`src/rtl/flag_unit_if.sv`:
```
// Bus between the ALU datapath and the flag unit: ALU result/operands in, flag word and condition out.
interface flag_unit_if #(
  parameter int unsigned DW  = 8,
  parameter int unsigned OPW = 5
);
  logic [DW-1:0]  a;
  logic [DW-1:0]  b;
  logic [DW-1:0]  r;
  logic [OPW-1:0] oper;
  logic           carry;
  logic           flag_we;
  logic           psw_ld;
  logic [7:0]     psw_in;
  logic [2:0]     cc_sel;
  logic [7:0]     flag;
  logic           cond;

  modport master (
    output a, b, r, oper, carry, flag_we, psw_ld, psw_in, cc_sel,
    input  flag, cond
  );

  modport slave (
    input  a, b, r, oper, carry, flag_we, psw_ld, psw_in, cc_sel,
    output flag, cond
  );
endinterface

```
`src/rtl/flag_unit.sv`:
```
// Processor status flag register with branch-condition evaluation.
// Optional macro FLAG_STICKY_OVF_EN enables the sticky overflow bit flag[5].
module flag_unit #(
  parameter int unsigned DW  = 8,
  parameter int unsigned OPW = 5
) (
  input  logic        clk,
  input  logic        rst_n,
  flag_unit_if.slave  bus
);

  localparam logic [OPW-1:0] OP_ADD = OPW'(0);
  localparam logic [OPW-1:0] OP_SUB = OPW'(1);

  localparam int unsigned F_C  = 0;
  localparam int unsigned F_S  = 1;
  localparam int unsigned F_Z  = 2;
  localparam int unsigned F_P  = 3;
  localparam int unsigned F_V  = 4;
  localparam int unsigned F_SV = 5;

  logic [7:0] flag_q;
  logic [7:0] flag_nxt;
  logic [7:0] cap_flags;
  logic [7:0] ld_flags;
  logic       a_msb;
  logic       b_msb;
  logic       r_msb;
  logic       ovf;
  logic       sticky_nxt;
  logic       sticky_ld;
  logic       cond_c;

  assign a_msb = bus.a[DW-1];
  assign b_msb = bus.b[DW-1];
  assign r_msb = bus.r[DW-1];

  // Signed overflow from operand/result sign bits; only ADD and SUB can overflow.
  always_comb begin
    ovf = 1'b0;
    if (bus.oper == OP_ADD) begin
      ovf = (~a_msb & ~b_msb & r_msb) | (a_msb & b_msb & ~r_msb);
    end else if (bus.oper == OP_SUB) begin
      ovf = (~a_msb & b_msb & r_msb) | (a_msb & ~b_msb & ~r_msb);
    end
  end

`ifdef FLAG_STICKY_OVF_EN
  assign sticky_nxt = flag_q[F_SV] | ovf;
  assign sticky_ld  = bus.psw_in[F_SV];
`else
  assign sticky_nxt = 1'b0;
  assign sticky_ld  = 1'b0;
`endif

  // Flag word produced by an ALU capture.
  always_comb begin
    cap_flags       = 8'h00;
    cap_flags[F_C]  = bus.carry;
    cap_flags[F_S]  = r_msb;
    cap_flags[F_Z]  = (bus.r == '0);
    cap_flags[F_P]  = ~^bus.r;
    cap_flags[F_V]  = ovf;
    cap_flags[F_SV] = sticky_nxt;
  end

  assign ld_flags = {2'b00, sticky_ld, bus.psw_in[4:0]};

  // Restore has priority over capture; otherwise hold.
  always_comb begin
    flag_nxt = flag_q;
    if (bus.psw_ld) begin
      flag_nxt = ld_flags;
    end else if (bus.flag_we) begin
      flag_nxt = cap_flags;
    end
  end

  always_ff @(posedge clk or negedge rst_n) begin
    if (!rst_n) begin
      flag_q <= 8'h00;
    end else begin
      flag_q <= flag_nxt;
    end
  end

  // Branch condition reads the registered flags only, never the pending update.
  always_comb begin
    cond_c = 1'b0;
    case (bus.cc_sel)
      3'd0:    cond_c = 1'b1;
      3'd1:    cond_c = flag_q[F_Z];
      3'd2:    cond_c = ~flag_q[F_Z];
      3'd3:    cond_c = flag_q[F_C];
      3'd4:    cond_c = ~flag_q[F_C];
      3'd5:    cond_c = flag_q[F_S];
      3'd6:    cond_c = ~flag_q[F_S];
      default: cond_c = flag_q[F_V];
    endcase
  end

  assign bus.flag = flag_q;
  assign bus.cond = cond_c;

endmodule

```
`src/flat_wrapper.sv`:
```
// flat-port wrapper written by rule: the top's interface ports become plain ports
module flag_unit_flat 
#(
  parameter int unsigned DW  = 8,
  parameter int unsigned OPW = 5
)
  (clk, rst_n, bus_a, bus_b, bus_r, bus_oper, bus_carry, bus_flag_we, bus_psw_ld, bus_psw_in, bus_cc_sel, bus_flag, bus_cond);
  flag_unit_if #(.DW(DW), .OPW(OPW)) bus_i ();
  input  logic clk;
  input  logic rst_n;
  input wire logic [$bits(bus_i.a)-1:0] bus_a;
  input wire logic [$bits(bus_i.b)-1:0] bus_b;
  input wire logic [$bits(bus_i.r)-1:0] bus_r;
  input wire logic [$bits(bus_i.oper)-1:0] bus_oper;
  input wire logic [$bits(bus_i.carry)-1:0] bus_carry;
  input wire logic [$bits(bus_i.flag_we)-1:0] bus_flag_we;
  input wire logic [$bits(bus_i.psw_ld)-1:0] bus_psw_ld;
  input wire logic [$bits(bus_i.psw_in)-1:0] bus_psw_in;
  input wire logic [$bits(bus_i.cc_sel)-1:0] bus_cc_sel;
  output wire logic [$bits(bus_i.flag)-1:0] bus_flag;
  output wire logic [$bits(bus_i.cond)-1:0] bus_cond;
  assign bus_i.a = bus_a;
  assign bus_i.b = bus_b;
  assign bus_i.r = bus_r;
  assign bus_i.oper = bus_oper;
  assign bus_i.carry = bus_carry;
  assign bus_i.flag_we = bus_flag_we;
  assign bus_i.psw_ld = bus_psw_ld;
  assign bus_i.psw_in = bus_psw_in;
  assign bus_i.cc_sel = bus_cc_sel;
  assign bus_flag = bus_i.flag;
  assign bus_cond = bus_i.cond;
  flag_unit #(.DW(DW), .OPW(OPW)) u_core (.clk(clk), .rst_n(rst_n), .bus(bus_i));
endmodule
```
`config.mk`:
```
export PLATFORM = sky130hd
export DESIGN_NAME = flag_unit_flat
export DESIGN_NICKNAME = d
export VERILOG_FILES = /design/src/rtl/flag_unit_if.sv /design/src/rtl/flag_unit.sv /design/src/flat_wrapper.sv
export SDC_FILE = /design/constraint.sdc
export NUM_CORES = 1
export LEC_CHECK = 0
export ABC_AREA = 1
export CAP_MARGIN = 25
export CORE_UTILIZATION = 30
export DETAILED_ROUTE_END_ITERATION = 12
export PLACE_DENSITY_LB_ADDON = 0.12
export SLEW_MARGIN = 25
export SYNTH_ARGS = -nofsm -noshare
export SYNTH_HDL_FRONTEND = slang
export SYNTH_SLANG_ARGS = --single-unit
export TNS_END_PERCENT = 20
```
`constraint.sdc`:
```
create_clock -name clk -period 1.5 [get_ports clk]
set_clock_uncertainty 0.2 [all_clocks]
set_input_delay 0.225 -clock clk [delete_from_list [all_inputs] [get_ports clk]]
set_output_delay 0.225 -clock clk [all_outputs]
set_load 0.05 [all_outputs]
```
==> metrics.yaml <==
status:
  status: "complete, but fails checks"
  failed_checks: "DRC, setup timing"
cells_and_area:
  n_fill_cell: 136
  layout.cells.most_common: "nand2_1"
  antenna_cells: 0
  layout_common_cells: "27 x nand2_1, 24 x clkdlybuf4s50_1, 20 x inv_1"
  area_growth_syn_to_layout_pct: 99.8
  nNetsFinal: 179
  final_cells: 145
  utilization_pct: 66.1
  drive_gt1_share_pct: 21.7
  largest_register_ffs: 5
sta:
  setup_viol: 1
  finalMaxSlewViolations: 0
  period_needed_ns: 1.58
  fin_crit_sh_pct: 106
  rsz0062_at_grt: "true"
  fmax_mhz: 632
  worst_slack_ns: -0.0835
  hold_violations: 0
grt:
  grt_pass1_wl_um: 2350
  antenna_found_initial: 0
  grt_pass1_vias: 594
  grt_max_degree: 8
  grt-ovfl-total: 0
  track_usage_pct: 16.5
drt:
  viasPerCell: 4.50
  drc: 2
  ant_nets: 0
  avgRoutedWirePerCell_um: 9.10
  vias: 653
  drtPass1Iterations: 8
  drt-initial-drc-count: 6
  drt-total-wl_um: 1320
critical_path:
  worst_setup_path_end_kind: "primary output"
  worst_setup_path_start_kind: "register"
  cp.required_ns: 1.07
  crit_family: "flip-flops"
  crit_slowest_cell: "dfrtp_2"
  cp.arrival_ns: 1.16
  cp_max_fo: 2
  cp.buffers_inverters: 1
  path_class: "register to primary output"
  cp_num_cells: 5
  crit_chain: "a21oi_2 -> o21ai_1 -> nand3_1 -> nand2_2 -> buf_12"
  cpPeakStageDelay_ns: 0.41
  r2r_cells: 3
cts:
  clk_pin_slew_ns: 0.05
  cts-root-buf: "clkbuf_4"
  clockBufferDepth: 2
  cts_max_level: 1
  cts.sink_count: 5
  cts_buffers: 3
  cts_tree: "yes"
  clock_latency_ns: 0.25
die:
  die_h_um: 43.5
  die_area_mm2: 0.00189
  start_util_pct: 33.1
  ios: 54
  fp.coreArea_mm2: 0.00156
  die_w_um: 43.5
  num_rows: 14
logic_synthesis:
  synthDistinctLibCells: 15
  avgSynthCellArea_um2: 5.99
  ys_seq_elements: 5
  yosys.area.top_type_share_pct: 24.3
  yosysWarnings: 0
  syn_inst: 86
  syn_area_um2: 515
  yosysTopAreaCell: "dfrtp_1"
  synthTopCellsByArea: "dfrtp_1 24%, nand2_1 20%, inv_1 17%"
  yosysSeqAreaShare_pct: 24.3
placement:
  hpwlAfterDp_um: 1100
  dp.cells: 137
  gp_congestion: 0.735
  port_buffers: 33
hold_path:
  hold_depth: 6
  hp-class: "input port to register"
pwr:
  p_leak_nw: 0.542
  p_per_area_mw_per_mm2: 646
  peakVddDrop_mv: 0.381
job:
  cap_violations: 0
## what timing repair did
action	4_1_cts	5_1_grt
gates resized for setup	5	5
gates cloned	0	0
buffers inserted	3	0
hold buffers	1	0
setup endpoints to repair	1	2
hold endpoints to repair	1	0
pin swaps	3	2
## routing by layer
layer	GRT usage, %	wire length, um
met1	19.3	511
met2	30.0	736
met3	1.67	66
met4	7.50	5
met5	0	0
## cells by family after synthesis
kind of cell	synth area share, %
AND/OR/NAND/NOR	34.0
flip-flops	24.3
AO/OA/AOI/OAI	10.2
buffers and inverters	21.1
other	0.727
adder cells (fa/ha/maj)	9.71
## stage by stage
step	total power [mW]	hold slack [ns]	instance area, um^2	setup WS, ns	TNS [ns]
after floorplan	0.317	-0.271	531	0.0316	0
after global placement	0.481	0.268	941	-0.203	-0.407
after detailed placement	0.487	0.261	941	-0.234	-0.582
after CTS	0.664	0.355	998	-0.109	-0.109
after global routing	0.709	0.256	1030	-0.188	-0.300
final	0.665	0.186	1030	-0.0835	-0.0835
## power by group
part | leakage [nW] | internal [mW] | switching [mW]
combinational | 0.468 | 0.177 | 0.165
clock | 0.0177 | 0.0968 | 0.0634
sequential | 0.0568 | 0.150 | 0.0133
## Yosys cell counts
cell / count
nand2_1: 28
inv_1: 23
nand3_1: 7
dfrtp_1: 5
ha_1: 4
nor2_1: 4
a22oi_1: 3
buf_4: 3
o211ai_1: 2
o21ai_0: 2
a21oi_1: 1
conb_1: 1
nand3b_1: 1
nand4_1: 1
nor2_2: 1
## path summary, 6_finish.rpt
check	to	slack (ns)	startpoint
worst max-delay path	bus_cond	-0.08	u_core.bus.flag[4]$_DFFE_PN0P_
worst min-delay path	u_core.bus.flag[4]$_DFFE_PN0P_	0.19	bus_r[7]
worst max register to register	u_core.bus.flag[4]$_DFFE_PN0P_	0.37	u_core.bus.flag[4]$_DFFE_PN0P_
worst min register to register	u_core.bus.flag[2]$_DFFE_PN0P_	0.38	u_core.bus.flag[2]$_DFFE_PN0P_
max in group asynchronous	u_core.bus.flag[2]$_DFFE_PN0P_	0.35	rst_n
min in group asynchronous	u_core.bus.flag[0]$_DFFE_PN0P_	0.54	rst_n
## tightest hold or removal path: stages
cell            delay [ns]
dlymetal6s2s_1        0.12
nand2_1               0.06
nand3_1               0.07
nor2_1                0.04
nand2_1               0.05
nand2_1               0.04
## cell type report
class / instances / area, um^2 / area share (%)
timing repair buffer: 40 / 445 / 43.3
clock buffer: 3 / 22.5 / 2.19
clock inverter: 1 / 5.00 / 0.486
tap: 16 / 20.0 / 1.94
inverter: 23 / 86.3 / 8.38
sequential: 5 / 130 / 12.6
multi-input combinational: 57 / 320 / 31.1
Power figures use the tool's default switching activity.
